## config.mk

```make
export PLATFORM = sky130hd
export DESIGN_NAME = mem_stage_lsu_flat
export DESIGN_NICKNAME = d
export VERILOG_FILES = /design/src/rtl/mem_stage_lsu_if.sv /design/src/rtl/mem_stage_lsu.sv /design/src/flat_wrapper.sv
export SDC_FILE = /design/constraint.sdc
export NUM_CORES = 1
export LEC_CHECK = 0
export CORE_ASPECT_RATIO = 1.5
export CORE_MARGIN = 3
export CORE_UTILIZATION = 35
export DETAILED_ROUTE_END_ITERATION = 10
export MAX_ROUTING_LAYER = met4
export PLACE_DENSITY_LB_ADDON = 0.12
export SETUP_SLACK_MARGIN = 0.05
export SYNTH_ARGS = -nofsm -noshare
export SYNTH_HDL_FRONTEND = slang
export SYNTH_SLANG_ARGS = --single-unit
```

## constraint.sdc

```tcl
create_clock -name Clock -period 4.9 [get_ports Clock]
set_input_delay 1.47 -clock Clock [delete_from_list [all_inputs] [get_ports Clock]]
set_output_delay 1.47 -clock Clock [all_outputs]
set_load 0.1 [all_outputs]
```

## src/rtl/mem_stage_lsu_if.sv

```systemverilog
// Data-memory request/acknowledge bus between the M-stage LSU and the data memory.
// The LSU drives the request side through the master modport; the memory answers
// with read data and a single-cycle completion strobe through the slave modport.
interface mem_stage_lsu_if;
   logic        mem_req;
   logic        mem_we;
   logic [31:0] mem_addr;
   logic [3:0]  mem_be;
   logic [31:0] mem_wdata;
   logic [31:0] mem_rdata;
   logic        mem_ack;

   modport master (
      output mem_req,
      output mem_we,
      output mem_addr,
      output mem_be,
      output mem_wdata,
      input  mem_rdata,
      input  mem_ack
   );

   modport slave (
      input  mem_req,
      input  mem_we,
      input  mem_addr,
      input  mem_be,
      input  mem_wdata,
      output mem_rdata,
      output mem_ack
   );
endinterface

```

## src/rtl/mem_stage_lsu.sv

```systemverilog
// M-stage load/store unit. Decodes the instruction in M, issues the data-memory
// access on the req/ack bus, stalls the front of the pipeline while the access is
// outstanding, aborts after TIMEOUT wait cycles, and owns the M->W register.
module mem_stage_lsu #(
   parameter int unsigned TIMEOUT  = 16,
   parameter logic [31:0] RESET_PC = 32'h0000_3000
) (
   input  logic                  Clock,
   input  logic                  Reset,
   input  logic [31:0]           IR_M,
   input  logic [31:0]           AO_M,
   input  logic [31:0]           V2_M,
   input  logic [4:0]            A3_M,
   input  logic [31:0]           PC4_M,
   mem_stage_lsu_if.master       mem,
   output logic                  Stall_M,
   output logic [31:0]           IR_W,
   output logic [31:0]           AO_W,
   output logic [31:0]           PC4_W,
   output logic [4:0]            A3_W,
   output logic [31:0]           DR_W,
   output logic                  AdE_W,
   output logic                  BusErr_W
);

   localparam int CNT_W = ($clog2(TIMEOUT + 1) > 5) ? $clog2(TIMEOUT + 1) : 5;

   typedef enum logic {S_IDLE, S_WAIT} state_t;

   state_t             state, state_nx;
   logic [CNT_W-1:0]   cnt, cnt_nx;

   logic        is_load, is_store, is_word, is_half, is_signed;
   logic        aligned, is_mem, go, misalign, abort;
   logic [3:0]  be_c;
   logic [31:0] wdata_c, rdata_sh, ext_data;

   logic        held_we;
   logic [31:0] held_addr, held_wdata;
   logic [3:0]  held_be;

   // Opcode decode, alignment, byte enables and lane-replicated store data.
   // NOTE: every signal assigned in always_comb gets a default first, otherwise
   // a path that skips the assignment infers a latch.
   always_comb begin
      is_load   = 1'b0;
      is_store  = 1'b0;
      is_word   = 1'b0;
      is_half   = 1'b0;
      is_signed = 1'b0;
      unique case (IR_M[31:26])
         6'b100011: begin is_load  = 1'b1; is_word = 1'b1; end                      // lw
         6'b100000: begin is_load  = 1'b1; is_signed = 1'b1; end                    // lb
         6'b100100: begin is_load  = 1'b1; end                                      // lbu
         6'b100001: begin is_load  = 1'b1; is_half = 1'b1; is_signed = 1'b1; end    // lh
         6'b100101: begin is_load  = 1'b1; is_half = 1'b1; end                      // lhu
         6'b101011: begin is_store = 1'b1; is_word = 1'b1; end                      // sw
         6'b101000: begin is_store = 1'b1; end                                      // sb
         6'b101001: begin is_store = 1'b1; is_half = 1'b1; end                      // sh
         default:   ;
      endcase

      is_mem   = is_load | is_store;
      aligned  = is_word ? (AO_M[1:0] == 2'b00) : (is_half ? ~AO_M[0] : 1'b1);
      go       = is_mem & aligned;
      misalign = is_mem & ~aligned;

      if (!is_mem)      be_c = 4'b0000;
      else if (is_word) be_c = 4'b1111;
      else if (is_half) be_c = AO_M[1] ? 4'b1100 : 4'b0011;
      else              be_c = 4'b0001 << AO_M[1:0];

      if (is_word)      wdata_c = V2_M;
      else if (is_half) wdata_c = {2{V2_M[15:0]}};
      else              wdata_c = {4{V2_M[7:0]}};
   end

   // Load lane selection and sign/zero extension of the returned word.
   always_comb begin
      rdata_sh = mem.mem_rdata >> {AO_M[1:0], 3'b000};
      if (is_word)      ext_data = mem.mem_rdata;
      else if (is_half) ext_data = {{16{is_signed & rdata_sh[15]}}, rdata_sh[15:0]};
      else              ext_data = {{24{is_signed & rdata_sh[7]}}, rdata_sh[7:0]};
   end

   // FSM state register and wait-cycle counter.
   // NOTE: sequential state uses non-blocking assignments so every register
   // samples the pre-edge values regardless of statement order.
   always_ff @(posedge Clock) begin
      if (Reset) begin
         state <= S_IDLE;
         cnt   <= '0;
      end else begin
         state <= state_nx;
         cnt   <= cnt_nx;
      end
   end

   // FSM next-state: enter WAIT when the first cycle goes unacknowledged,
   // leave on ack (which beats a simultaneous timeout) or on abort.
   always_comb begin
      state_nx = state;
      cnt_nx   = cnt;
      unique case (state)
         S_IDLE: begin
            if (go && !mem.mem_ack) begin
               state_nx = S_WAIT;
               cnt_nx   = CNT_W'(1);
            end else begin
               cnt_nx   = '0;
            end
         end
         S_WAIT: begin
            if (mem.mem_ack || abort) begin
               state_nx = S_IDLE;
               cnt_nx   = '0;
            end else begin
               cnt_nx   = cnt + CNT_W'(1);
            end
         end
         default: begin
            state_nx = S_IDLE;
            cnt_nx   = '0;
         end
      endcase
   end

   // FSM outputs: request straight from decode in IDLE, from the held copy in WAIT.
   always_comb begin
      abort         = 1'b0;
      mem.mem_req   = 1'b0;
      mem.mem_we    = is_store;
      mem.mem_addr  = {AO_M[31:2], 2'b00};
      mem.mem_be    = be_c;
      mem.mem_wdata = wdata_c;
      unique case (state)
         S_IDLE: mem.mem_req = go;
         S_WAIT: begin
            mem.mem_req   = 1'b1;
            mem.mem_we    = held_we;
            mem.mem_addr  = held_addr;
            mem.mem_be    = held_be;
            mem.mem_wdata = held_wdata;
            abort         = !mem.mem_ack && (cnt == CNT_W'(TIMEOUT));
         end
         default: ;
      endcase
      Stall_M = mem.mem_req & ~mem.mem_ack & ~abort;
   end

   // Capture the bus request issued in IDLE so it stays frozen through WAIT.
   always_ff @(posedge Clock) begin
      if (Reset) begin
         held_we    <= 1'b0;
         held_addr  <= '0;
         held_be    <= '0;
         held_wdata <= '0;
      end else if (state == S_IDLE) begin
         held_we    <= is_store;
         held_addr  <= {AO_M[31:2], 2'b00};
         held_be    <= be_c;
         held_wdata <= wdata_c;
      end
   end

   // M->W pipeline register: bubble while stalled, otherwise advance the
   // instruction with its load data and exception flags.
   always_ff @(posedge Clock) begin
      if (Reset) begin
         IR_W     <= '0;
         AO_W     <= '0;
         PC4_W    <= RESET_PC;
         A3_W     <= '0;
         DR_W     <= '0;
         AdE_W    <= 1'b0;
         BusErr_W <= 1'b0;
      end else if (Stall_M) begin
         IR_W     <= '0;
         AO_W     <= '0;
         A3_W     <= '0;
         DR_W     <= '0;
         AdE_W    <= 1'b0;
         BusErr_W <= 1'b0;
      end else begin
         IR_W     <= IR_M;
         AO_W     <= AO_M;
         PC4_W    <= PC4_M;
         A3_W     <= (misalign || abort) ? 5'd0 : A3_M;
         DR_W     <= (is_load && aligned && !abort) ? ext_data : 32'd0;
         AdE_W    <= misalign;
         BusErr_W <= abort;
      end
   end

endmodule
```

## src/flat_wrapper.sv

```systemverilog
// flat-port wrapper written by rule: the top's interface ports become plain ports
module mem_stage_lsu_flat 
#(
   parameter int unsigned TIMEOUT  = 16,
   parameter logic [31:0] RESET_PC = 32'h0000_3000
)
  (Clock, Reset, IR_M, AO_M, V2_M, A3_M, PC4_M, Stall_M, IR_W, AO_W, PC4_W, A3_W, DR_W, AdE_W, BusErr_W, mem_mem_req, mem_mem_we, mem_mem_addr, mem_mem_be, mem_mem_wdata, mem_mem_rdata, mem_mem_ack);
  mem_stage_lsu_if mem_i ();
  input  logic Clock;
  input  logic Reset;
  input  logic [31:0] IR_M;
  input  logic [31:0] AO_M;
  input  logic [31:0] V2_M;
  input  logic [4:0] A3_M;
  input  logic [31:0] PC4_M;
  output logic Stall_M;
  output logic [31:0] IR_W;
  output logic [31:0] AO_W;
  output logic [31:0] PC4_W;
  output logic [4:0] A3_W;
  output logic [31:0] DR_W;
  output logic AdE_W;
  output logic BusErr_W;
  output wire logic [$bits(mem_i.mem_req)-1:0] mem_mem_req;
  output wire logic [$bits(mem_i.mem_we)-1:0] mem_mem_we;
  output wire logic [$bits(mem_i.mem_addr)-1:0] mem_mem_addr;
  output wire logic [$bits(mem_i.mem_be)-1:0] mem_mem_be;
  output wire logic [$bits(mem_i.mem_wdata)-1:0] mem_mem_wdata;
  input wire logic [$bits(mem_i.mem_rdata)-1:0] mem_mem_rdata;
  input wire logic [$bits(mem_i.mem_ack)-1:0] mem_mem_ack;
  assign mem_mem_req = mem_i.mem_req;
  assign mem_mem_we = mem_i.mem_we;
  assign mem_mem_addr = mem_i.mem_addr;
  assign mem_mem_be = mem_i.mem_be;
  assign mem_mem_wdata = mem_i.mem_wdata;
  assign mem_i.mem_rdata = mem_mem_rdata;
  assign mem_i.mem_ack = mem_mem_ack;
  mem_stage_lsu #(.TIMEOUT(TIMEOUT), .RESET_PC(RESET_PC)) u_core (.Clock(Clock), .Reset(Reset), .IR_M(IR_M), .AO_M(AO_M), .V2_M(V2_M), .A3_M(A3_M), .PC4_M(PC4_M), .mem(mem_i), .Stall_M(Stall_M), .IR_W(IR_W), .AO_W(AO_W), .PC4_W(PC4_W), .A3_W(A3_W), .DR_W(DR_W), .AdE_W(AdE_W), .BusErr_W(BusErr_W));
endmodule
```

==> results.md, run 1 <==
- Status: complete, no violations
- Worst EP required: 3.43 ns
- Total vias in the final route: 7394
- Layout net count: 1376
- WL final: 26.59 mm
- Post-route ant nets: 0
- CP startpoint: IR_M[29]
- Detail Placement HPWL: 19.54 mm
- Post-Syn Nets: 1004
- Share of the synthesized area in the top cell type: 49.78%
- Starting Density: 35.57%
- CP bufs+invs: 2
- WL per Instance: 17.26 µm
- Final hold slack: 0.4717 ns
- DR iter-0 viols: 349
- Synth cell count leaders: 210 x dfxtp_1, 72 x and2_1, 62 x nand2b_1
- Vias in the first global route: 7400
- Placer Congestion: 0.8210
- Post-Synthesis Cell Area: 0.008446 mm²
- Clock Latency Late Sink: 0.51 ns
- Chip Width: 132.8 µm
- Crit path arrival time: 3.30 ns
- Top-count cell post-synth: dfxtp_1
- Top delay family on crit path: simple AND/OR/NAND/NOR gates
- Final Slew Violations: 0
- Post-synth EDFFs: 0
- Synth area leaders: dfxtp_1 50%, mux2i_1 6.8%, mux2_2 6.0%, and2_1 5.3%, a211oi_1 5.0%
- Area grow syn2layout: 63.44%
- Netlist cell types: 52
- CTS buffer count: 22
- N_diodes: 0
- Worst-path cell chain: clkdlybuf4s50_1, o21a_1, or4_4, a211oi_2, or2_2, buf_12
- Worst setup SP type: input port
- Fin area: 0.01380 mm²
- Maxcap violations: 0
- CP peak stage delay: 0.52 ns
- Core Rows: 69
- CTS tree: built
- Placed Area: 0.01301 mm²
- Hold_sp: u_core.PC4_W[1]
- Worst reg2reg startpoint: u_core.state
- CTS sink count: 210
- CTS max path bufs: 3
- Buffers on Ports: 373
- Hold crit path type: reg -> reg
- Initial antenna violation count: 0
- Yosys Warn Count: 0
- Number of detailed-route iterations in the first pass: 5
- DRC Markers: 0
- Worst path slowest cell: or4_4
- Fillers: 2081
- Cell taking the most area after synthesis: dfxtp_1
- Post-synthesis cell count: 834
- Unrepaired setup endpoints after global routing: no
- VDD IR max: 0.2757 mV
- Share of post-route cells with drive strength above 1: 19.56%
- Seq/Total Area, Yosys: 49.78%
- Core area: 0.02374 mm²
- PwrDens: 355.1 mW/mm²
- Fmax: 209.5 MHz
- Htree depth: 1
- Flops & latches, synth: 210
- First-pass GRT wire length: 41.46 mm
- Reg2reg path depth: 6
- Crit Path Max Fanout: 5
- Die H: 196.3 µm
- IO Count: 374
- Syn_area_per_cell: 10.13 µm²
- Crit share post-route: 97.41%
- Slew HR: 27.91%
- Worst Setup Path Type: in -> out
- Crit path depth: 6
- Setup Viol. Count Final: 0
- Leak Pwr: 5.547 nW
- Slew of the pin with the lowest slew margin: 1.081 ns
- Async S/R FF share, synth: 0%
- Grt ovf: 0
- Largest net degree at the start of global routing: 116
- Root Buffer: clkbuf_16
- Layout Skew: 0.008048 ns
- Min Tclk post-route: 4.773 ns
- Final hold vios: 0
- Worst Hold Depth: 2
- Worst-path clk slew: 0.06 ns
- Total GRT Usage: 20.13%
- Die area: 0.02607 mm²
- Ys flop type: dfxtp_1
- CP endpoint kind: output pin
- Drt via density: 4.798
[metal layers]
metal	vias up	track usage [%]	share of wire [%]
met5	-	-	0
met4	0	5.277	2.2
li1	3651	-	-
met3	44	5.593	8.2
met2	276	35.02	52
met1	3423	22.74	38
[worst paths after layout]
kind / to / slack, ns
worst max-delay path: mem_mem_be[0] / 0.13
worst min-delay path: u_core.PC4_W[1] / 0.47
worst max register to register: u_core.DR_W[9] / 2.20
worst min register to register: u_core.PC4_W[1] / 0.47
[worst register-to-register path: stages (launching register included)]
cell	delay, ns
dfxtp_4	0.52
inv_2	0.75
nor3_1	0.14
buf_4	0.20
or3_1	0.38
buf_4	0.26
a211oi_1	0.33
[per-stage QoR]
stage          cells  util [%]  power, mW  worst slack, ns  setup TNS [ns]
2_1_floorplan    834         -      2.761          -0.3549         -0.3549
3_3_place_gp    1501     54.79      3.200          0.02900               0
3_5_place_dp    1501     54.79      3.206        -0.007761       -0.007761
4_1_cts         1541     57.99      4.966          0.05871               0
5_1_grt         1541     58.14      5.082          0.05709               0
6_report        1541     58.14      4.901           0.1270               0
[logic make-up (layout without fill, tap and decap cells)]
group / count (synthesis) / count (layout) / synth area share (%)
flip-flops: 210 / 210 / 49.78
AND/OR/NAND/NOR: 299 / 299 / 20.89
buffers and inverters: 70 / 458 / 3.644
AO/OA/AOI/OAI: 147 / 147 / 12.06
adder cells (fa/ha/maj): 2 / 2 / 0.2962
XOR/XNOR: 3 / 3 / 0.3112
multiplexers: 103 / 103 / 13.02
[layout make-up]
cell class / instances / area [µm²] / share of cell area, %
repair buffers: 411 / 4254 / 30.82
flip-flops and latches: 210 / 4208 / 30.48
multi-input cells: 554 / 4164 / 30.17
clock buffers: 31 / 614.3 / 4.451
well taps: 319 / 399.1 / 2.892
clock inverters: 9 / 137.6 / 0.9971
inverters: 7 / 26.28 / 0.1904
[sequential cells by signal, summed over array words and instances (netlist names)]
name,flops
u_core.AdE_W,1
u_core.DR_W,32
u_core.held_addr,32
u_core.PC4_W,32
u_core.held_wdata,32
u_core.IR_W,32
u_core.A3_W,5
u_core.cnt,5
u_core.AO_W,32
u_core.BusErr_W,1
u_core.held_be,4
u_core.held_we,1
u_core.state,1
[power by group]
group	internal [mW]	switching [mW]	total (mW)	leakage, nW
Combinational	0.432	0.911	1.34	3.44
Clock	1.04	0.697	1.74	0.365
Sequential	1.79	0.0282	1.82	1.74
[repair_timing]
action | in CTS | in global routing
gates resized for setup | 3 | 11
buffers inserted | 0 | 0
hold buffers | 0 | 0
setup endpoints to repair | 9 | 20
pin swaps | 0 | 1
[cell usage in the layout (no fill, tap or decap), types with 34 or more instances in the layout]
cell / Yosys / layout
mux2i_1: 57 / 57
buf_4: 0 / 77
nor2b_1: 44 / 44
mux2_2: 45 / 45
and2_1: 72 / 72
clkdlybuf4s50_1: 0 / 297
nor2_1: 43 / 41
dfxtp_1: 210 / 209
a211oi_1: 56 / 53
nand2b_1: 62 / 62
nand2_1: 35 / 34
Note: power is estimated with default switching activity, not from simulation.
==> inputs of run 2 (changes only) <==
--- a/config.mk
+++ b/config.mk
@@ -5,6 +5,7 @@
 export SDC_FILE = /design/constraint.sdc
 export NUM_CORES = 1
 export LEC_CHECK = 0
+export ABC_AREA = 1
 export CORE_ASPECT_RATIO = 1.5
 export CORE_MARGIN = 3
 export CORE_UTILIZATION = 35
==> run 2 against run 1 <==
Sequential cell count stayed put. Non-clock buffer count is 16 lower. Core utilization is 0.36 points lower. Sequential share of layout area is 0.74 points higher. Clock skew is 0.017 ns higher. Die area is 0.33% lower. Worst setup slack hardly changed. Synthesized area is 0.34% lower. Via count is 11% higher. Critical endpoint is now mem_mem_wdata[8]. Largest power group unchanged.
==> results.md, run 2 <==
- Status: complete, no violations
- Crit Path Max Fanout: 18
- Clock Latency Late Sink: 0.51 ns
- Hold_sp: u_core.held_addr[1]
- Crit path arrival time: 3.30 ns
- Htree depth: 1
- Commonest non-fill, non-tap cell in the layout: clkdlybuf4s50_1
- R2r endpoint: u_core.IR_W[6]
- Post-Synthesis Cell Area: 0.008417 mm²
- Worst Hold Depth: 2
- Layout Skew: 0.02462 ns
- DRC Markers: 0
- Final setup margin: 0.1271 ns
- Hold crit path type: reg -> reg
- CTS buffer count: 23
- Worst-path clk slew: 0.06 ns
- Flops & latches, synth: 210
- CTS sink count: 210
- First-pass GRT wire length: 42.83 mm
- Seq/Total Area, Yosys: 49.95%
- CTS tree: built
- Drt via density: 4.445
- Worst Setup Path Type: in -> out
- Core Rows: 68
- WL final: 27.18 mm
- Worst slack, placed: 0.07375 ns
- Fmax: 209.5 MHz
- Post-synth EDFFs: 0
- Number of detailed-route iterations in the first pass: 4
- Post-synthesis cell count: 1165
- Maxcap violations: 0
- Top delay family on crit path: buffers and inverters
- Top-count cell post-synth: nand2_1
- Area grow syn2layout: 60.03%
- Placed Area: 0.01269 mm²
- Final Slew Violations: 0
- CP peak stage delay: 0.45 ns
- Die H: 195.9 µm
- Tot Pwr: 4.906 mW
- DR iter-0 viols: 322
- Synth area leaders: dfxtp_1 50%, nand2_1 11%, inv_1 7.5%, nor2_1 6.6%, a21oi_1 5.9%
- Slew HR: 29.12%
- Syn_area_per_cell: 7.225 µm²
- Crit share post-route: 97.41%
- Placer Congestion: 0.8682
- Netlist cell types: 30
- Worst-path cell chain: clkdlybuf4s50_1, inv_2, nand2_2, nor2_1, nand2_2, buf_12, o21ai_0, a21oi_2, o22ai_1, inv_1, buf_12
- Cell taking the most area after synthesis: dfxtp_1
- Final hold vios: 0
- Detail Placement HPWL: 20.32 mm
- CP endpoint kind: output pin
- Root Buffer: clkbuf_16
- Worst reg2reg startpoint: u_core.state
- Core area: 0.02331 mm²
- Post-route ant nets: 0
- FF-to-FF setup slack: 2.30 ns
- Worst EP required: 3.43 ns
- Most frequent cells in the layout: 301 x clkdlybuf4s50_1, 244 x nand2_1, 209 x dfxtp_1, 167 x inv_1, 149 x nor2_1
- Die area: 0.02598 mm²
- Final hold slack: 0.4474 ns
- Layout net count: 1689
- IO Count: 374
- Starting Density: 36.10%
- CP bufs+invs: 5
- Setup TNS: 0 ns
- Grt ovf: 0
- WL per Instance: 14.67 µm
- Worst setup SP type: input port
- Total GRT Usage: 20.78%
- Yosys Warn Count: 0
- Chip Width: 132.6 µm
- PwrDens: 364.3 mW/mm²
- Share of the synthesized area in the top cell type: 49.95%
- Setup Viol. Count Final: 0
- Share of post-route cells with drive strength above 1: 12.85%
- Leak Pwr: 6.337 nW
- Ys flop type: dfxtp_1
- Multi-input gate area: 0.003292 mm²
- CTS max path bufs: 3
- Async S/R FF share, synth: 0%
- VDD IR max: 0.2727 mV
- Storage element area: 0.004205 mm²
- Min Tclk post-route: 4.773 ns
- Synth cell count leaders: 248 x nand2_1, 210 x dfxtp_1, 168 x inv_1
- Total vias in the final route: 8237
- Post-Syn Nets: 1335
- Worst path slowest cell: clkdlybuf4s50_1
- Hold Path End: u_core.held_addr[1]
- Buffers on Ports: 373
- Fin area: 0.01347 mm²
- Reg2reg path depth: 10
- Vias in the first global route: 8066
- Fillers: 2242
- Largest net degree at the start of global routing: 92
- Slew of the pin with the lowest slew margin: 1.060 ns
- Unrepaired setup endpoints after global routing: yes
- Initial antenna violation count: 5
[run 2: worst max path at each step]
stage	startpoint	to	slack, ns	depth (start not counted)
2_1_floorplan	AO_M[1]	Stall_M	0.24	8
3_3_place_gp	IR_M[31]	mem_mem_wdata[24]	0.11	10
3_5_place_dp	IR_M[30]	mem_mem_wdata[24]	0.07	12
4_1_cts	IR_M[30]	mem_mem_wdata[24]	0.06	11
5_1_grt	IR_M[30]	mem_mem_wdata[8]	0.009	11
6_report	IR_M[30]	mem_mem_wdata[8]	0.13	11
[run 2: cell families after synthesis]
family	count (synthesis)	share of synthesized area, %
DFF	210	49.95
AOI/OAI and AO/OA	181	11.52
and+or+nand+nor	525	26.40
buffers and inverters	244	11.52
adders and majority gates	2	0.2973
xor gates and xnor gates	3	0.3122
[run 2: area by class of cell]
class | instances | share of cell area [%]
Sequential cell | 210 | 31.22
Tap cell | 315 | 2.926
Antenna cell | 5 | 0.09289
Clock buffer | 34 | 5.100
Timing Repair Buffer | 395 | 31.03
Multi-Input combinational cell | 711 | 24.44
Clock inverter | 5 | 0.2137
Inverter | 178 | 4.979
[run 2: repair_timing]
action	4_1_cts	5_1_grt
buffers inserted	0	1
endpoints found under the setup margin	0	21
gates resized for setup	0	10
endpoints found under the hold margin	0	0
hold buffers	0	0
[run 2: metal layers]
layer	share of wire [%]	global-route usage, %	vias to the layer above
li1	-	-	4303
met1	38	22.15	3642
met2	52	37.64	253
met3	7.2	5.310	39
met4	2.6	6.433	0
met5	0	-	-
[run 2: where the power goes]
group	internal, mW	switching [mW]	leakage (nW)	total (mW)
registers	1.80	0.0291	1.74	1.83
logic	0.413	1.02	4.24	1.43
clock network	0.963	0.680	0.359	1.64
[run 2: per-stage QoR]
step | cells | utilization, %
floorplan | 1165 | -
global placement | 1808 | 54.45
detailed placement | 1808 | 54.45
CTS | 1847 | 57.52
global route | 1853 | 57.78
finish | 1853 | 57.78
[run 2: worst register-to-register path: cells and delay by family, from the launching register on]
family	cells	cell delay [ns]
buffers and inverters	4	1.41
and+or+nand+nor	6	0.74
DFF	1	0.33
